### src/rtl/sdram_aref.sv
// Auto-refresh engine: times the refresh interval after init, requests the bus,
// then issues PRECHARGE-ALL and a burst of AUTO REFRESH commands with tRP/tRC spacing.
module sdram_aref #(
    parameter int REF_PERIOD = 750,
    parameter int TRP_CYC    = 2,
    parameter int TRC_CYC    = 4,
    parameter int AREF_NUM   = 2
) (
    input  logic        sclk,
    input  logic        s_rst_n,
    input  logic        init_end,
    input  logic        aref_en,
    output logic        aref_req,
    output logic        aref_end,
    output logic [3:0]  aref_cmd,
    output logic [11:0] aref_addr
);

    localparam int WAIT_MAX = (TRP_CYC > TRC_CYC) ? TRP_CYC : TRC_CYC;
    localparam int WAIT_W   = ($clog2(WAIT_MAX + 1) > 3) ? $clog2(WAIT_MAX + 1) : 3;

    localparam logic [WAIT_W-1:0] TRP_LOAD   = WAIT_W'(TRP_CYC - 1);
    localparam logic [WAIT_W-1:0] TRC_LOAD   = WAIT_W'(TRC_CYC - 1);
    localparam logic [9:0]        REF_LAST   = 10'(REF_PERIOD - 1);
    localparam logic [3:0]        AREF_TOTAL = 4'(AREF_NUM);

    localparam logic [3:0]  CMD_NOP  = 4'b0111;
    localparam logic [3:0]  CMD_PRE  = 4'b0010;
    localparam logic [3:0]  CMD_AREF = 4'b0001;
    localparam logic [11:0] ADDR_ALL = 12'h400;
    localparam logic [11:0] ADDR_0   = 12'h000;

    typedef enum logic [2:0] {
        ST_IDLE = 3'd0,
        ST_PRE  = 3'd1,
        ST_TRP  = 3'd2,
        ST_AREF = 3'd3,
        ST_TRC  = 3'd4,
        ST_DONE = 3'd5
    } state_t;

    state_t            state_r;
    logic [9:0]        ref_cnt_r;
    logic              aref_req_r;
    logic [WAIT_W-1:0] wait_r;
    logic [3:0]        aref_num_r;
    logic              aref_end_r;
    logic [3:0]        aref_cmd_r;
    logic [11:0]       aref_addr_r;

    logic              wrap_s;
    logic              accept_s;

    assign wrap_s   = (ref_cnt_r == REF_LAST);
    assign accept_s = (state_r == ST_IDLE) && aref_en && aref_req_r;

    assign aref_req  = aref_req_r;
    assign aref_end  = aref_end_r;
    assign aref_cmd  = aref_cmd_r;
    assign aref_addr = aref_addr_r;

    // Free-running interval timer and sticky request; a wrap wins over a same-cycle accept
    always_ff @(posedge sclk or negedge s_rst_n) begin
        if (!s_rst_n) begin
            ref_cnt_r  <= 10'd0;
            aref_req_r <= 1'b0;
        end else if (!init_end) begin
            ref_cnt_r  <= 10'd0;
            aref_req_r <= 1'b0;
        end else begin
            if (wrap_s) begin
                ref_cnt_r <= 10'd0;
            end else begin
                ref_cnt_r <= ref_cnt_r + 10'd1;
            end
            if (wrap_s) begin
                aref_req_r <= 1'b1;
            end else if (accept_s) begin
                aref_req_r <= 1'b0;
            end else begin
                aref_req_r <= aref_req_r;
            end
        end
    end

    // Refresh sequencer; outputs are loaded together with the state they belong to
    always_ff @(posedge sclk or negedge s_rst_n) begin
        if (!s_rst_n) begin
            state_r     <= ST_IDLE;
            wait_r      <= '0;
            aref_num_r  <= 4'd0;
            aref_end_r  <= 1'b0;
            aref_cmd_r  <= CMD_NOP;
            aref_addr_r <= ADDR_0;
        end else begin
            aref_end_r  <= 1'b0;
            aref_cmd_r  <= CMD_NOP;
            aref_addr_r <= ADDR_0;
            case (state_r)
                ST_IDLE: begin
                    if (accept_s) begin
                        state_r     <= ST_PRE;
                        aref_cmd_r  <= CMD_PRE;
                        aref_addr_r <= ADDR_ALL;
                    end else begin
                        state_r <= ST_IDLE;
                    end
                end
                ST_PRE: begin
                    state_r <= ST_TRP;
                    wait_r  <= TRP_LOAD;
                end
                ST_TRP: begin
                    if (wait_r == '0) begin
                        state_r    <= ST_AREF;
                        aref_cmd_r <= CMD_AREF;
                        aref_num_r <= aref_num_r + 4'd1;
                    end else begin
                        wait_r <= wait_r - 1'b1;
                    end
                end
                ST_AREF: begin
                    state_r <= ST_TRC;
                    wait_r  <= TRC_LOAD;
                end
                ST_TRC: begin
                    if (wait_r != '0) begin
                        wait_r <= wait_r - 1'b1;
                    end else if (aref_num_r < AREF_TOTAL) begin
                        state_r    <= ST_AREF;
                        aref_cmd_r <= CMD_AREF;
                        aref_num_r <= aref_num_r + 4'd1;
                    end else begin
                        state_r    <= ST_DONE;
                        aref_end_r <= 1'b1;
                        aref_num_r <= 4'd0;
                    end
                end
                ST_DONE: begin
                    state_r <= ST_IDLE;
                end
                default: begin
                    state_r    <= ST_IDLE;
                    wait_r     <= '0;
                    aref_num_r <= 4'd0;
                end
            endcase
        end
    end

endmodule

### config.mk
export PLATFORM = sky130hd
export DESIGN_NAME = sdram_aref
export DESIGN_NICKNAME = d
export VERILOG_FILES = /design/src/rtl/sdram_aref.sv
export SDC_FILE = /design/constraint.sdc
export NUM_CORES = 1
export LEC_CHECK = 0
export ABC_AREA = 0
export CORE_AREA = 2 2 46 91
export DETAILED_ROUTE_END_ITERATION = 10
export DIE_AREA = 0 0 48 93
export HOLD_SLACK_MARGIN = 0.03
export PLACE_DENSITY = 0.58
export SKIP_CTS_REPAIR_TIMING = 1
export SYNTH_ARGS = -nofsm -noshare
export SYNTH_HDL_FRONTEND = slang
export SYNTH_SLANG_ARGS = --single-unit
### constraint.sdc
create_clock -name sclk -period 2.4 [get_ports sclk]
set_clock_uncertainty 0.1 [all_clocks]
set_input_delay 0.48 -clock sclk [delete_from_list [all_inputs] [get_ports sclk]]
set_output_delay 0.48 -clock sclk [all_outputs]
set_load 0.05 [all_outputs]
==> metrics.txt <==
total wire length=between 2000 and 3000 microns; Leak=0.721 nW; Post-DRT Antenna Nets=0; CTS buffer count=3; input/output buffers=9; Initial Util=38.6%; share of the yosys chip area belonging to registers=44.6%; # Max-Cap Violations=0; GPL Wtd Cong=between 0.7 and 0.8; critical path arrival=1590 ps; Horiz. Die Dim=48 microns; HP Class=flop to flop; area grow syn2layout=12.7%; post-synth top area cell=dfrtp_1; RSZ-0062 raised after global routing=false; Worst slew margin=59.2%; DRT Pass-1 Iters=4; clk sinks=26; layout cells sized above 1=10.3%; first-pass GRT wire length=roughly 4800 microns; Overall Global Routing Usage=around 15%; Fmax achieved=about 0.46 GHz; worst hold margin=415 ps; Setup CP Type=flop to primary output; CTS tree=done; Final Cycle Share=90.2%; Nets=roughly 180; Hold Fails Final Rpt=0; routed via count=1122; worst skew pair latency=270 ps; Yosys warnings=0; Routed WL per cell=around 14 microns; Post-synth EDFFs=0; outcome=finished, final reports clean; Worst VDD drop=roughly 600 uV; slowest CP cell=clkdlybuf4s50_1; Rows=32; Cells after Synth=154; Top delay family on crit path=buffers and inverters; drt first-iter violations=11; Tmin final=between 2000 and 2500 ps; Antenna diodes=0; post-DP HPWL=~2300 microns; via density per instance=~5.2; ys flop type=dfrtp_1; Yosys top cell area share=39.2%; Synth cell types=44; clk root buf=clkbuf_8; vias in the first global route=approximately 1.1k; Max stage delay on crit path=790 ps; setup TNS=0 ps; post-synthesis async set-or-reset flop share=100%; worst path cell trace=clkdlybuf4s50_1; Synth area leaders=dfrtp_1, buf_4, dfstp_2; Req. time, crit path=1820 ps; Max Root-Sink Buffers=2; Mapped Avg Cell Area=approximately 9.5 sq um; count of pins over their slew limit=0; Syn Std Cell Area=approximately 0.0015 sq mm; PD cells=between 900 and 1000 mW/mm^2; GRT overflow=0; top cells by count, synth=dfrtp_1, nor2_1, buf_4; worst slew pin tran=607 ps; die area=0.00446 sq mm; Clk pin slew, worst setup/hold paths=roughly 90 ps; Top Ports=22; Core Box Area=around 0.0038 sq mm; Non-Filler Instances=between 200 and 250; crit path max fanout=1; DRC errors left=0; crit start category=flop; Buf+Inv Stages, Crit Path=1; top-count cell post-synth=dfrtp_1; # setup viols final=0; Yosys reg bits=26; initial antenna violation count=0; Setup crit end kind=primary output; H-tree levels=1; number of cells in the design after placement=212; largest net degree at the start of global routing=27; Die H=93 microns
## registers in the layout (all words and copies together) (netlist names)
| signal | flops |
|---|---|
| ref_cnt_r | 10 |
| aref_num_r | 4 |
| aref_cmd | 3 |
| state_r | 3 |
| wait_r | 3 |
| aref_addr | 1 |
| aref_end | 1 |
| aref_req | 1 |
## power breakdown
part	switching [mW]	internal, mW	total (mW)
clock	0.138	0.223	0.361
sequential	0.0879	0.511	0.599
combinational	0.342	0.224	0.567
## kinds of logic after synthesis
family	share of synthesized area [%]
AND/OR/NAND/NOR	20.9
AO/OA/AOI/OAI	16.4
flip-flops	44.6
buffers and inverters	9.29
XOR/XNOR	3.58
adder cells (fa/ha/maj)	4.26
other	0.256
multiplexers	0.767
## cells in the final DEF, fill, tap and decap left out, types with 5 or more instances in the layout
| cell type | n |
|---|---|
| conb_1 | 12 |
| nand3_1 | 7 |
| ha_1 | 5 |
| a21oi_1 | 6 |
| nor2b_1 | 5 |
| nand2_1 | 10 |
| nor2_1 | 16 |
| inv_1 | 7 |
| dfrtp_1 | 23 |
| o21ai_0 | 10 |
| clkdlybuf4s50_1 | 9 |
## per-layer routing
| layer | wire length, microns | GRT usage [%] | share of wire (%) | up-vias |
|---|---|---|---|---|
| met4 | 118 | 7.66 | 4.0 | 0 |
| met3 | 75 | 2.51 | 2.5 | 13 |
| met5 | 0 | 0 | 0 | - |
| met2 | 1680 | 26.0 | 57 | 16 |
| li1 | - | - | - | 540 |
| met1 | 1100 | 14.6 | 37 | 553 |
## worst paths after layout
| kind | startpoint | endpoint | slack (ps) | cells past startpoint |
|---|---|---|---|---|
| setup / recovery | aref_cmd[0] | aref_cmd[0] | 230 | 1 |
| hold / removal | aref_num_r[0] | aref_num_r[0] | 420 | 1 |
| setup reg to reg | aref_num_r[3] | aref_num_r[2] | 500 | 4 |
| hold reg to reg | aref_num_r[0] | aref_num_r[0] | 420 | 1 |
| max in group asynchronous | s_rst_n | aref_cmd[1] | 1440 | 2 |
| min in group asynchronous | s_rst_n | state_r[1] | 470 | 2 |
## cell type report
cell class	instances	area, sq um
Sequential cell	26	654
Inverter	7	26.3
Clock buffer	3	41.3
Multi-Input combinational cell	115	718
Timing Repair Buffer	13	120
Fill cell	391	2150
Tap cell	51	63.8
Clock inverter	1	30.0
## through the flow
stage | cell area [sq um] | total power, mW | setup WS (ps) | util, %
finish | 1650 | 1.53 | 235 | 43.5
global route | 1650 | 1.63 | 188 | 43.5
CTS | 1650 | 1.54 | 225 | 43.5
detailed placement | 1580 | 1.18 | 514 | 41.6
global placement | 1580 | 1.16 | 531 | 41.6
floorplan | 1510 | 1.05 | 635 | -
No activity file was read; power rests on OpenSTA's default activity.
